File: config.mk
export PLATFORM = sky130hd
export DESIGN_NAME = qos_vc_tx
export DESIGN_NICKNAME = d
export VERILOG_FILES = /design/src/rtl/qos_vc_tx.sv
export SDC_FILE = /design/constraint.sdc
export NUM_CORES = 1
export LEC_CHECK = 0
export CORE_ASPECT_RATIO = 0.75
export CORE_MARGIN = 1.5
export CORE_UTILIZATION = 58
export DETAILED_ROUTE_END_ITERATION = 8
export PLACE_DENSITY = 0.83
export SLEW_MARGIN = 20
export SYNTH_ARGS = -nofsm -noshare
export SYNTH_HDL_FRONTEND = slang
export SYNTH_SLANG_ARGS = --single-unit
File: constraint.sdc
create_clock -name clk -period 4.8 [get_ports clk]
set_input_delay 1.44 -clock clk [delete_from_list [all_inputs] [get_ports clk]]
set_output_delay 1.44 -clock clk [all_outputs]
set_load 0.1 [all_outputs]
File: src/rtl/qos_vc_tx.sv
// qos_vc_tx: four-VC transmit stage feeding the QoS receiver, with round-robin issue.
// Optional QoS error counter is enabled by defining QOS_VC_TX_ERR_CNT_EN.
module qos_vc_tx #(
  parameter int DATA_WIDTH     = 4,
  parameter int QUEUE_QUANTITY = 4
) (
  input  logic                  clk,
  input  logic                  rst,
  input  logic                  enb,
  input  logic [DATA_WIDTH-1:0] data_in,
  input  logic [1:0]            vc_in,
  input  logic                  push,
  input  logic [3:0]            pausa_qos,
  input  logic [3:0]            continue_qos,
  input  logic [3:0]            error_full_qos,
  output logic [DATA_WIDTH-1:0] output_tx,
  output logic [1:0]            vc_id,
  output logic                  valid_tx,
  output logic [3:0]            full_tx,
  output logic [3:0]            paused,
  output logic                  idle_tx,
  output logic [7:0]            err_count
);

  localparam int NVC = QUEUE_QUANTITY;

  logic [DATA_WIDTH-1:0] r_mem [NVC][2];
  logic [NVC-1:0]        r_wp;
  logic [NVC-1:0]        r_rp;
  logic [1:0]            r_cnt [NVC];
  logic [NVC-1:0]        r_paused;
  logic [1:0]            r_ptr;
  logic [DATA_WIDTH-1:0] r_out;
  logic [1:0]            r_vc;
  logic                  r_valid;

  logic [NVC-1:0] w_elig;
  logic [NVC-1:0] w_wr;
  logic [NVC-1:0] w_rd;
  logic [NVC-1:0] w_full;
  logic [NVC-1:0] w_empty;
  logic           w_found;
  logic [1:0]     w_gnt;
  logic [1:0]     w_idx;
  logic           w_pop;
  logic           w_push_ok;

  // Per-VC status decoded from the registered occupancy and pause state
  always_comb begin
    w_elig  = '0;
    w_full  = '0;
    w_empty = '0;
    for (int i = 0; i < NVC; i++) begin
      w_full[i]  = (r_cnt[i] == 2'd2);
      w_empty[i] = (r_cnt[i] == 2'd0);
      w_elig[i]  = !w_empty[i] && !r_paused[i];
    end
  end

  // Round-robin search starting one past the last granted VC
  always_comb begin
    w_found = 1'b0;
    w_gnt   = r_ptr;
    w_idx   = '0;
    for (int k = 1; k <= NVC; k++) begin
      w_idx = r_ptr + 2'(k);
      if (!w_found && w_elig[w_idx]) begin
        w_found = 1'b1;
        w_gnt   = w_idx;
      end
    end
  end

  assign w_pop = enb && w_found;

  // A push to a full buffer only lands when that buffer pops on the same edge
  always_comb begin
    w_push_ok = enb && push &&
                (!w_full[vc_in] || (w_pop && (w_gnt == vc_in)));
    w_wr = '0;
    w_rd = '0;
    for (int i = 0; i < NVC; i++) begin
      w_wr[i] = w_push_ok && (vc_in == 2'(i));
      w_rd[i] = w_pop && (w_gnt == 2'(i));
    end
  end

  // Holding buffers: two-entry FIFO per VC with toggle pointers
  always_ff @(posedge clk or negedge rst) begin
    if (!rst) begin
      r_wp <= '0;
      r_rp <= '0;
      for (int i = 0; i < NVC; i++) begin
        r_cnt[i]    <= '0;
        r_mem[i][0] <= '0;
        r_mem[i][1] <= '0;
      end
    end else begin
      for (int i = 0; i < NVC; i++) begin
        if (w_wr[i]) begin
          r_mem[i][r_wp[i]] <= data_in;
          r_wp[i]           <= ~r_wp[i];
        end
        if (w_rd[i]) begin
          r_rp[i] <= ~r_rp[i];
        end
        case ({w_wr[i], w_rd[i]})
          2'b10:   r_cnt[i] <= r_cnt[i] + 2'd1;
          2'b01:   r_cnt[i] <= r_cnt[i] - 2'd1;
          default: r_cnt[i] <= r_cnt[i];
        endcase
      end
    end
  end

  // Pause state: pause or overflow report sets, resume clears, set dominates
  always_ff @(posedge clk or negedge rst) begin
    if (!rst) begin
      r_paused <= '0;
    end else if (enb) begin
      for (int i = 0; i < NVC; i++) begin
        if (pausa_qos[i] || error_full_qos[i]) begin
          r_paused[i] <= 1'b1;
        end else if (continue_qos[i]) begin
          r_paused[i] <= 1'b0;
        end
      end
    end
  end

  // Issue register: word, VC and valid, plus the round-robin pointer
  always_ff @(posedge clk or negedge rst) begin
    if (!rst) begin
      r_out   <= '0;
      r_vc    <= '0;
      r_valid <= 1'b0;
      r_ptr   <= 2'd3;
    end else if (w_pop) begin
      r_out   <= r_mem[w_gnt][r_rp[w_gnt]];
      r_vc    <= w_gnt;
      r_valid <= 1'b1;
      r_ptr   <= w_gnt;
    end else begin
      r_valid <= 1'b0;
    end
  end

`ifdef QOS_VC_TX_ERR_CNT_EN
  logic [7:0] r_err;
  logic [2:0] w_pc;
  logic [8:0] w_sum;

  // Number of VCs reporting overflow this cycle, added to the count
  always_comb begin
    w_pc  = 3'(error_full_qos[0]) + 3'(error_full_qos[1]) +
            3'(error_full_qos[2]) + 3'(error_full_qos[3]);
    w_sum = {1'b0, r_err} + 9'(w_pc);
  end

  // Saturating error counter
  always_ff @(posedge clk or negedge rst) begin
    if (!rst) begin
      r_err <= '0;
    end else if (enb) begin
      r_err <= w_sum[8] ? 8'hFF : w_sum[7:0];
    end
  end

  assign err_count = r_err;
`else
  assign err_count = '0;
`endif

  assign output_tx = r_out;
  assign vc_id     = r_vc;
  assign valid_tx  = r_valid;
  assign full_tx   = w_full;
  assign paused    = r_paused;
  assign idle_tx   = (&w_empty) && !r_valid;

endmodule

==> flow_metrics.tcl, run 1 <==
set metrics [dict create \
    die_x_microns 86.7 \
    async_reset_ff_share_pct 100 \
    synth-seq-area-share_pct 50.2 \
    postRouteAntennaNets 0 \
    grt-busiest-layer "met2" \
    worstSetupPathType "reg2out" \
    maxSlewViolCount 0 \
    slew-limit-headroom_pct 34.2 \
    start_util_pct 61.2 \
    min_period_ns 3.74 \
    ys_types 40 \
    core-area_sq_um 4980 \
    yosys_warnings 0 \
    irDropWorstVdd_mv 0.487 \
    required_ns 3.36 \
    cp-start-kind "register" \
    die_y_microns 65.8 \
    design_area_sq_um 3680 \
    synth_top_area_cell "dfrtp_1" \
    stdcell_count 389 \
    grt_use_met2_pct 36.9 \
    vias 2126 \
    path_buf_inv 1 \
    ys_top_cells_by_area "dfrtp_1, mux2_2, mux2i_1" \
    drtIter0Drc 97 \
    final_cell_mix "dfrtp_1, clkdlybuf4s50_1, mux2_2" \
    grtUsageMet1_pct 35.9 \
    seq_power_share_pct 36.3 \
    place_ws_ns 0.963 \
    hold_buffers 0 \
    drc 0 \
    comb_power_share_pct 44.7 \
    drive_gt1_share_pct 19.9 \
    worstPathMaxFanout 6 \
    dr.pass1.iters 4 \
    fp.dieArea_sq_um 5700 \
    gp_congestion 0.841 \
    setup_viol 0 \
    numPlacedInstances 373 \
    max_cap_violations 0 \
    clk_pin_slew_ns 0.07 \
    fill_cells 354 \
    ioPinCount 46 \
    power_switching_mw 1.16 \
    sw_frac_of_total_pct 43.2 \
    fin_tns_setup_ns 0 \
    worst_slack_ns 1.06 \
    grt.overflow.total 0 \
    clock_sinks 61 \
    grt_pass1_wl_microns 10700 \
    h-tree-depth 3 \
    clock_latency_ns 0.35 \
    numCtsBuffers 9 \
    syn_area_per_cell_sq_um 11.3 \
    finalPower_mw 2.67 \
    post_cts_resized 0 \
    grt_pass1_vias 2174 \
    regArea_sq_um 1530 \
    multi_input_area_sq_um 1420 \
    insertedDiodeCount 0 \
    synth_seq_cells 61 \
    synth_top_area_share_pct 48.4 \
    antenna_found_initial 0 \
    synth-edff-count 0 \
    finClkSkew_ns 0.00775 \
    worstPathArrival_ns 2.30 \
    grt_util_met3_pct 8.86 \
    finalHoldViolCount 0 \
    hpwl_microns 4720 \
    cpPeakStageDelay_ns 1.19 \
    clock_power_share_pct 19.0 \
    p_int_mw 1.52 \
    tightest_slew_ns 0.985 \
    nets 338 \
    clk_path_buf_depth 2 \
    status "finished, final reports clean" \
    syn_inst 270 \
    end_kind "primary output" \
    p_per_area_nw_per_um2 725 \
    rsz0062_at_grt "false" \
    ys.flop_type "dfrtp_1" \
    crit_family "buffers and inverters" \
    fin_crit_sh_pct 77.9 \
    area_growth_pct 20.9 \
    rows 22 \
    grt_max_degree 33 \
    avgRoutedWirePerCell_microns 16.1 \
    viasPerCell 5.47 \
    routed_wl_microns 6260 \
    p_leak_nw 1.63 \
    postPlaceCellArea_sq_um 3460 \
    numPortBuffers 37 \
    cts.root.buffer_cell "clkbuf_8" \
    mostFrequentLayoutCell "dfrtp_1" \
    hp-class "reg2reg" \
    crit_path_top_delay_cell "clkdlybuf4s50_1" \
    grt_usage_pct 25.2 \
    synth_area_sq_um 3050 \
    fmaxAchievable_mhz 267 \
    cts_tree "done" \
    post_cts_buffers 0 \
    crit_chain "nor2b_1, clkdlybuf4s50_1" \
]
-- synth_stat cells (3+ instances only) --
library cell and number:
nor3_1 4, a21oi_1 11, mux2_2 32, mux2i_1 9
nor2_1 14, xor2_1 9, o21bai_1 4, o21ai_0 6
clkbuf_1 7, nand2_1 21, buf_4 8, xnor2_1 10
dfrtp_1 59, inv_1 8, a221o_1 4, nand3_1 3
nor2b_1 12, a211oi_1 12, o21ba_2 3, ha_1 4
nand2b_1 3
-- path summary, 6_finish.rpt --
| kind | from | to | slack, ns | cells after the start |
|---|---|---|---|---|
| worst max register to register | r_cnt[1] | r_cnt[1] | 2.01 | 9 |
| min in group asynchronous | rst | paused[1] | 1.14 | 1 |
| worst min register to register | vc_id[1] | vc_id[1] | 0.49 | 1 |
| worst min-delay path | vc_id[1] | vc_id[1] | 0.49 | 1 |
| worst max-delay path | r_cnt[4] | full_tx[1] | 1.06 | 2 |
| max in group asynchronous | rst | r_ptr[1] | 2.77 | 2 |
-- state kept, by name, indices dropped and copies added, names as in the netlist --
signal / count
vc_id: 2
r_ptr: 2
r_mem: 32
output_tx: 4
r_wp: 4
valid_tx: 1
paused: 4
r_cnt: 8
r_rp: 4
-- through the flow --
stage          utilization, %  hold WS (ns)
2_1_floorplan               -         0.464
3_3_place_gp             69.5         0.480
3_5_place_dp             69.5         0.482
4_1_cts                  74.0         0.497
5_1_grt                  74.0         0.511
6_report                 74.0         0.491
-- cell type report --
cell class                      instances  share of cell area (%)
Sequential cell                        61                    41.5
Inverter                                8                   0.815
Multi-Input combinational cell        191                    38.6
Clock buffer                            9                    3.36
Timing Repair Buffer                   41                    10.7
Tap cell                               72                    2.44
Clock inverter                          7                    2.65
-- metal layers --
layer,part of all wire [%],up-vias
li1,-,1020
met2,44,43
met3,5.0,11
met1,50,1052
met5,0,-
met4,0.97,0
-- cell families after synthesis --
family	count (synthesis)	synth area share, %
DFF	61	50.2
xor gates and xnor gates	19	5.46
adders and majority gates	4	1.64
and+or+nand+nor	67	11.5
AOI/OAI and AO/OA	52	12.3
other	1	0.123
muxes	41	14.8
buffers and inverters	25	4.06
-- power by group through the flow --
stage | Sequential [mW] | Clock (mW) | Combinational [mW]
detailed placement | 0.975 | 0 | 1.20
CTS | 0.969 | 0.518 | 1.20
global route | 1.00 | 0.541 | 1.29
floorplan | 1.09 | 0 | 0.785
global placement | 0.967 | 0 | 1.17
finish | 0.970 | 0.507 | 1.20
-- worst reg2reg max path: stages (launching register included) --
cell      delay [ns]
dfrtp_1         0.44
o21ba_2         0.28
nor3b_1         0.16
or3_4           0.41
o211ai_2        0.20
nor3b_4         0.35
o21ai_0         0.23
ha_1            0.36
nor2_1          0.13
xor2_1          0.16
Note: power is estimated with default switching activity, not from simulation.
==> run 2, diff against run 1 <==
--- a/config.mk
+++ b/config.mk
@@ -7,9 +7,9 @@
 export LEC_CHECK = 0
 export CORE_ASPECT_RATIO = 0.75
 export CORE_MARGIN = 1.5
-export CORE_UTILIZATION = 58
+export CORE_UTILIZATION = 54
 export DETAILED_ROUTE_END_ITERATION = 8
-export PLACE_DENSITY = 0.83
+export PLACE_DENSITY = 0.78
 export SLEW_MARGIN = 20
 export SYNTH_ARGS = -nofsm -noshare
 export SYNTH_HDL_FRONTEND = slang
==> constraint.sdc (replaced) <==
create_clock -name clk -period 3.5 [get_ports clk]
set_input_delay 1.05 -clock clk [delete_from_list [all_inputs] [get_ports clk]]
set_output_delay 1.05 -clock clk [all_outputs]
set_load 0.1 [all_outputs]
==> flow_metrics.tcl, run 2 (same netlist as run 1, synthesis figures left out) <==
set metrics [dict create \
    insertedDiodeCount 0 \
    routed_wl_microns 6440 \
    design_area_sq_um 3620 \
    r2r_start "r_cnt[6]" \
    finClkSkew_ns 0.00848 \
    crit_chain "o21bai_1, nand2_1, o31ai_1, inv_1, o21ai_0, nor2_1, ha_1, xnor2_1, nor2_1, xor2_1" \
    rsz0062_at_grt "false" \
    rr_endpoint "r_cnt[1]" \
    cts.root.buffer_cell "clkbuf_8" \
    slew-limit-headroom_pct 38.3 \
    viasPerCell 5.40 \
    path_buf_inv 1 \
    nets 341 \
    ioPinCount 46 \
    irDropWorstVdd_mv 0.635 \
    hp-class "reg2reg" \
    vias 2124 \
    cpPeakStageDelay_ns 0.81 \
    h-tree-depth 3 \
    multi_input_area_sq_um 1430 \
    min_period_ns 3.07 \
    maxSlewViolCount 0 \
    p_leak_nw 1.64 \
    numPortBuffers 37 \
    status "finished, final reports clean" \
    start_util_pct 56.6 \
    regArea_sq_um 1530 \
    die_y_microns 68.1 \
    fp.dieArea_sq_um 6110 \
    area_growth_pct 18.8 \
    final_cell_mix "dfrtp_1, mux2_2, buf_4" \
    whs_endpoint "vc_id[1]" \
    worstPathMaxFanout 7 \
    worstSetupStartpoint "r_cnt[6]" \
    largest-register "r_mem" \
    finish.utilization_pct 67.3 \
    min_path_cells 1 \
    die_x_microns 89.8 \
    mostFrequentLayoutCell "dfrtp_1" \
    cts_tree "done" \
    grt_max_degree 24 \
    postRouteAntennaNets 0 \
    required_ns 3.72 \
    hold_buffers 0 \
    hpwl_microns 4870 \
    fin_crit_sh_pct 87.6 \
    tightest_slew_ns 0.918 \
    clk_path_buf_depth 2 \
    grt.overflow.total 0 \
    post_cts_buffers 0 \
    drc 0 \
    drive_gt1_share_pct 24.8 \
    grt_pass1_vias 1996 \
    drtIter0Drc 137 \
    postPlaceCellArea_sq_um 3460 \
    max_cap_violations 0 \
    cp-start-kind "register" \
    fin_tns_setup_ns 0 \
    gp_congestion 0.825 \
    finalHoldViolCount 0 \
    avgRoutedWirePerCell_microns 16.4 \
    grt_pass1_wl_microns 10600 \
    top_regs "r_mem: 32 flops, r_cnt: 8 flops" \
    worstSetupPathType "reg2reg" \
    crit_path_top_delay_cell "o31ai_1" \
    largest_register_ffs 32 \
    p_per_area_nw_per_um2 970 \
    fill_cells 439 \
    timing.reg2reg.setup_slack_ns 0.43 \
    setup_viol 0 \
    grt_usage_pct 23.4 \
    fmaxAchievable_mhz 326 \
    clock_latency_ns 0.34 \
    worstPathArrival_ns 3.29 \
    crit_family "compound AO/OA/AOI/OAI gates" \
    clk_pin_slew_ns 0.06 \
    rows 23 \
    clock_sinks 61 \
    numCtsBuffers 9 \
    reg2reg_depth 10 \
    cpMostUsedCell "nor2_1" \
    hp-start "vc_id[1]" \
    post_cts_resized 0 \
    dr.pass1.iters 4 \
    core-area_sq_um 5380 \
    antenna_found_initial 0 \
    end_kind "register" \
]
run 2: how the worst max path moves through the flow:
stage	to	slack, ns	depth (start not counted)
after floorplan	idle_tx	0.29	2
after global placement	r_cnt[1]	0.37	8
after detailed placement	r_cnt[1]	0.29	9
after CTS	r_cnt[1]	0.48	10
after global routing	r_cnt[1]	0.19	10
final	r_cnt[1]	0.43	10
run 2: stage by stage:
step | hold WS, ns | total power [mW] | worst slack (ns) | std cells
3_3_place_gp | 0.476 | 2.92 | 0.369 | 379
2_1_floorplan | 0.464 | 2.58 | 0.292 | 277
4_1_cts | 0.483 | 3.52 | 0.481 | 393
6_report | 0.478 | 3.51 | 0.434 | 393
3_5_place_dp | 0.469 | 2.98 | 0.288 | 379
5_1_grt | 0.505 | 3.72 | 0.188 | 393
run 2: final cells by class:
class	instances	share of cell area [%]
flip-flops and latches	61	42.2
clock inverters	2	0.276
well taps	75	2.59
clock buffers	12	4.28
multi-input cells	191	39.4
inverters	8	0.829
repair buffers	44	10.4
run 2: where the power goes:
part	switching [mW]	total (mW)	internal [mW]
Sequential	0.285	1.33	1.05
Clock	0.252	0.537	0.285
Combinational	1.03	1.64	0.616
Total	1.57	3.51	1.95
run 2: per-layer routing:
layer	wire (microns)	vias to the layer above	global-route usage [%]
li1	-	1032	-
met1	3240	1035	33.2
met2	2810	44	34.6
met3	291	13	6.33
met4	97	0	8.93
met5	0	-	0
run 2: worst reg2reg max path, delay by kind of cell (launching register included):
| kind | cells | cell delay (ns) |
|---|---|---|
| and+or+nand+nor | 3 | 0.39 |
| xor gates and xnor gates | 2 | 0.31 |
| DFF | 1 | 0.43 |
| buffers and inverters | 1 | 0.25 |
| AOI/OAI and AO/OA | 3 | 1.33 |
| adders and majority gates | 1 | 0.24 |
